<file path="src/rtl/stub_page_writer_pkg.sv">
// Shared definitions for the stub page writer: width helper, FSM state
// encoding and default geometry.
package stub_page_writer_pkg;

    localparam int DEF_RAM_WIDTH = 12;
    localparam int DEF_RAM_DEPTH = 128;
    localparam int DEF_NPAGE     = 2;

    typedef enum logic [1:0] {
        IDLE = 2'd0,
        FILL = 2'd1,
        FULL = 2'd2
    } state_t;

    // Minimum one bit so a degenerate depth still yields a legal vector.
    function automatic int clogb2(input int value);
        int v;
        int r;
        v = value - 1;
        r = 0;
        while (v > 0) begin
            r = r + 1;
            v = v >> 1;
        end
        return (r < 1) ? 1 : r;
    endfunction

endpackage

</file>
<file path="src/rtl/stub_page_writer.sv">
// Writes incoming stub words into a paged reg_array, one page per event,
// and hands the last completed page and its entry count to the reader.
//
// state | meaning
// ------+-----------------------------------------------------------
// IDLE  | no event open since reset; din_valid ignored
// FILL  | event open, words written to {wr_page, count}
// FULL  | current page holds PAGE_DEPTH words; extra words dropped, ovf set
module stub_page_writer
    import stub_page_writer_pkg::*;
#(
    parameter int RAM_WIDTH = DEF_RAM_WIDTH,
    parameter int RAM_DEPTH = DEF_RAM_DEPTH,
    parameter int NPAGE     = DEF_NPAGE
) (
    input  logic                                   clka,
    input  logic                                   rsta_n,
    input  logic                                   start,
    input  logic [RAM_WIDTH-1:0]                   din,
    input  logic                                   din_valid,
    output logic                                   wea,
    output logic [clogb2(RAM_DEPTH)-1:0]           addra,
    output logic [RAM_WIDTH-1:0]                   dina,
    output logic [clogb2(NPAGE)-1:0]               rd_page,
    output logic [clogb2(RAM_DEPTH/NPAGE):0]       nent,
    output logic                                   done,
    output logic                                   ovf
);

    localparam int PAGE_DEPTH = RAM_DEPTH / NPAGE;
    localparam int AW = clogb2(RAM_DEPTH);
    localparam int PW = clogb2(NPAGE);
    localparam int SW = clogb2(PAGE_DEPTH);
    localparam int CW = SW + 1;
    localparam logic [CW-1:0] PD = CW'(PAGE_DEPTH);

    state_t              state_q, state_d;
    logic [PW-1:0]       wr_page_q, wr_page_d;
    logic [PW-1:0]       wr_page_nxt;
    logic [CW-1:0]       count_q, count_d;
    logic                wea_q, wea_d;
    logic [AW-1:0]       addra_q, addra_d;
    logic [RAM_WIDTH-1:0] dina_q, dina_d;
    logic [PW-1:0]       rd_page_q, rd_page_d;
    logic [CW-1:0]       nent_q, nent_d;
    logic                done_q, done_d;
    logic                ovf_q, ovf_d;

    assign wr_page_nxt = wr_page_q + PW'(1);

    always_comb begin
        state_d   = state_q;
        wr_page_d = wr_page_q;
        count_d   = count_q;
        wea_d     = 1'b0;
        addra_d   = addra_q;
        dina_d    = dina_q;
        rd_page_d = rd_page_q;
        nent_d    = nent_q;
        done_d    = 1'b0;
        ovf_d     = ovf_q;

        case (state_q)
            IDLE: begin
                if (start) begin
                    state_d   = FILL;
                    wr_page_d = '0;
                    count_d   = '0;
                end
            end
            FILL, FULL: begin
                if (start) begin
                    rd_page_d = wr_page_q;
                    nent_d    = count_q;
                    done_d    = 1'b1;
                    wr_page_d = wr_page_nxt;
                    count_d   = '0;
                    ovf_d     = 1'b0;
                    state_d   = FILL;
                    // A word arriving with start opens the new page at slot 0.
                    if (din_valid) begin
                        wea_d   = 1'b1;
                        addra_d = {wr_page_nxt, SW'(0)};
                        dina_d  = din;
                        count_d = CW'(1);
                    end
                    if (count_d == PD) begin
                        state_d = FULL;
                    end
                end else if (din_valid) begin
                    if (state_q == FILL) begin
                        wea_d   = 1'b1;
                        addra_d = {wr_page_q, count_q[SW-1:0]};
                        dina_d  = din;
                        count_d = count_q + CW'(1);
                        if (count_d == PD) begin
                            state_d = FULL;
                        end
                    end else begin
                        ovf_d = 1'b1;
                    end
                end
            end
            default: state_d = IDLE;
        endcase
    end

    always_ff @(posedge clka or negedge rsta_n) begin
        if (!rsta_n) begin
            state_q   <= IDLE;
            wr_page_q <= '0;
            count_q   <= '0;
            wea_q     <= 1'b0;
            addra_q   <= '0;
            dina_q    <= '0;
            rd_page_q <= '0;
            nent_q    <= '0;
            done_q    <= 1'b0;
            ovf_q     <= 1'b0;
        end else begin
            state_q   <= state_d;
            wr_page_q <= wr_page_d;
            count_q   <= count_d;
            wea_q     <= wea_d;
            addra_q   <= addra_d;
            dina_q    <= dina_d;
            rd_page_q <= rd_page_d;
            nent_q    <= nent_d;
            done_q    <= done_d;
            ovf_q     <= ovf_d;
        end
    end

    assign wea     = wea_q;
    assign addra   = addra_q;
    assign dina    = dina_q;
    assign rd_page = rd_page_q;
    assign nent    = nent_q;
    assign done    = done_q;
    assign ovf     = ovf_q;

endmodule

</file>
<file path="config.mk">
export PLATFORM = sky130hd
export DESIGN_NAME = stub_page_writer
export DESIGN_NICKNAME = d
export VERILOG_FILES = /design/src/rtl/stub_page_writer_pkg.sv /design/src/rtl/stub_page_writer.sv
export SDC_FILE = /design/constraint.sdc
export NUM_CORES = 1
export LEC_CHECK = 0
export BUFFER_PORTS_ARGS = -buffer_cell sky130_fd_sc_hd__buf_2
export CORE_MARGIN = 2
export CORE_UTILIZATION = 56
export CTS_CLUSTER_SIZE = 28
export DETAILED_ROUTE_END_ITERATION = 7
export GPL_TIMING_DRIVEN = 0
export HOLD_SLACK_MARGIN = 0.06
export PLACE_DENSITY = 0.84
export SLEW_MARGIN = 20
export SYNTH_ARGS = -nofsm -noshare
export SYNTH_HDL_FRONTEND = slang
export SYNTH_SLANG_ARGS = --single-unit
</file>
<file path="constraint.sdc">
create_clock -name clka -period 2.34 [get_ports clka]
set_input_delay 0.468 -clock clka [delete_from_list [all_inputs] [get_ports clka]]
set_output_delay 0.468 -clock clka [all_outputs]
set_load 0.01 [all_outputs]
</file>
==> results.yml <==
cells_and_area:
  area_growth_pct: 20.4
  fin_area_mm2: 0.00219
  n_antenna_cell: 0
  instances_no_fill: 270
  drive_above_1_share_pct: 33.6
  fillers: 241
  nNetsFinal: 245
logic_synthesis:
  synth_area_leader_cell: "dfrtp_1"
  synth_cells: 174
  synthArstFlopShare_pct: 100
  ys_ff_latch: 40
  syn-num-nets: 194
  ys_types: 38
  ys_seq_area_share_pct: 55.1
  yosysMostFrequentCell: "nand2_1"
  synth.top_cell.area_share_pct: 55.1
  synth_edf_count: 0
  avgSynthCellArea_um2: 10.4
  ys.flop_type: "dfrtp_1"
  synthTopCellsByArea: "dfrtp_1 55%, nand2_1 10%, mux2_2 5.0%"
  netlist_top_cells_count: "49 x nand2_1, 40 x dfrtp_1, 10 x o21ai_1"
  netlist_area_mm2: 0.00182
  yosys_warnings: 0
routing:
  wl_per_cell_um: 12.7
  first_pass_iters: 4
  ant_nets: 0
  vias: 1380
  wirelength_mm: 3.43
  via_per_inst: 5.11
  dr.first_iter.drc_count: 64
  drc: 0
power:
  clockPowerShare_pct: 21.3
  power_leakage_nw: 1.18
  p_per_area_mw_per_mm2: 1070
  seqPwrFrac_pct: 43.4
  switchingPower_mw: 0.827
  peakVddDrop_mv: 0.566
  switching_share_pct: 35.5
  intPower_mw: 1.50
  design_power_total_mw: 2.33
  p_comb_share_pct: 35.3
clocking:
  cts_hold_buf: 0
  clk_pin_slew_ns: 0.11
  numCtsBuffers: 5
  cts_resized: 0
  cts_tree: "built"
  cts.sinks: 40
  postCtsSetupBuffers: 0
  clk_path_buf_depth: 2
  htreeDepth: 2
  clock_latency_ns: 0.34
  root_buffer: "clkbuf_4"
setup_path:
  critPathMostFrequentCell: "nand2_1"
  cp-endpoint: "dina[6]"
  r2r-end: "dina[6]"
  critical-path-top-delay-family: "buffers and inverters"
  reg2reg_depth: 8
  crit_chain: "inv_1, ha_1, buf_4, o211ai_2, inv_2, clkbuf_1, nand2_1, nand2_1"
  crit_type: "reg -> reg"
  crit_start: "state_q[0]"
  cp_max_fo: 10
  r2r-start: "state_q[0]"
  worstSetupPathDepth: 8
  crit_path_start_kind: "flop"
  critPathBufInv: 4
  max_stage_delay_ns: 0.40
  cp_data_required_time_ns: 2.62
  critPathCaptureType: "flop"
  ff2ff_setup_slack_ns: 0.50
  cp.arrival_ns: 2.12
  cp_slowest_cell: "dfrtp_1"
global_route:
  grt_pass1_wl_mm: 5.62
  antenna_found_initial: 0
  grt.overflow.total: 0
  grt_max_degree: 41
  gr-usage-all-layers_pct: 20.6
  grt_pass1_vias: 1321
floorplanning:
  dieWidth_um: 61.0
  ios: 46
  core_area_mm2: 0.00308
  initial_utilization_pct: 59.1
  die_height_um: 61.0
  dieArea_mm2: 0.00372
  rows: 20
sta:
  hold_viol_final: 0
  slew_viol_final: 0
  relSlewSlack_pct: 45.1
  fin_crit_ns: 1.84
  max_freq_mhz: 542
  worst_pin_slew_ns: 0.824
  fin_worst_skew_ns: 0.00665
  fin_tns_setup_ns: 0
  hold-worst-slack_ns: 0.218
  grt_setup_unrepaired: "false"
  period_share_pct: 78.8
  setup_viol: 0
hold_path:
  worstHoldPathType: "in -> async"
placement:
  port_buffers: 44
  place_area_mm2: 0.00209
  place.gp.congestion: 0.774
  dp.cells: 262
  dp_hpwl_mm: 2.54
outcome:
  status: "finished clean"
job:
  cap_violations: 0
routing by layer:
| layer | vias to the layer above | share of wire [%] | global-route usage, % |
|---|---|---|---|
| met2 | 30 | 50 | 35.6 |
| met1 | 657 | 45 | 25.4 |
| met5 | - | 0 | 0 |
| met3 | 7 | 3.8 | 4.69 |
| li1 | 686 | - | - |
| met4 | 0 | 0.99 | 7.45 |
cell type report:
| cell class | count | area [um2] | area share, % |
|---|---|---|---|
| repair buffers | 44 | 220 | 10.1 |
| clock inverters | 1 | 30.0 | 1.37 |
| well taps | 44 | 55.1 | 2.52 |
| flip-flops and latches | 40 | 1000 | 45.7 |
| plain buffers | 9 | 57.6 | 2.63 |
| multi-input cells | 119 | 737 | 33.7 |
| clock buffers | 7 | 65.1 | 2.97 |
| inverters | 6 | 22.5 | 1.03 |
power by group through the flow:
stage / clock, mW / combinational, mW / sequential [mW]
final: 0.497 / 0.823 / 1.01
after global routing: 0.530 / 0.929 / 1.04
after CTS: 0.501 / 0.836 / 1.01
after detailed placement: 0 / 0.831 / 1.03
after global placement: 0 / 0.794 / 1.01
after floorplan: 0 / 0.445 / 1.10
cell usage in the layout (no fill, tap or decap), types with 2 or more instances in the layout:
master,n
nand2_1,49
buf_2,45
dfrtp_1,40
o21ai_1,10
mux2_2,8
nand2b_1,7
inv_1,5
nor2_1,5
clkbuf_4,5
buf_4,4
nand3_1,4
ha_1,4
clkbuf_1,3
a21o_1,3
a22o_1,3
nand4_1,2
a21oi_1,2
a31oi_1,2
o31ai_1,2
clkbuf_8,2
cells by family (layout without fill, tap and decap cells):
logic type                 Yosys count  in the layout  synth area share (%)
and+or+nand+nor                     76             76                  19.8
DFF                                 40             40                  55.1
AOI/OAI and AO/OA                   27             27                  10.3
buffers and inverters               15             67                  4.40
muxes                               10             10                  6.74
adders and majority gates            4              4                  2.75
xor gates and xnor gates             2              2                 0.964
registers in the layout (all words and copies together) (netlist names):
signal	cells
addra	7
count_q	7
dina	12
done	1
nent	7
ovf	1
rd_page	1
state_q	2
wea	1
wr_page_q	1
through the flow:
stage | util (%) | worst slack [ns]
6_report | 71.1 | 0.495
5_1_grt | 71.1 | 0.312
4_1_cts | 71.1 | 0.464
3_5_place_dp | 68.0 | 0.493
3_3_place_gp | 68.0 | 0.546
2_1_floorplan | - | 0.760
worst min-delay path by stage:
stage	startpoint	cells after the start	to	slack, ns
after global placement	dina[8]	2	dina[8]	0.45
after global routing	rsta_n	1	dina[5]	0.28
after detailed placement	dina[7]	2	dina[7]	0.46
final	rsta_n	1	dina[5]	0.22
after floorplan	rsta_n	0	addra[0]	0.17
after CTS	rsta_n	1	dina[2]	0.25
No activity file was read; power rests on OpenSTA's default activity.
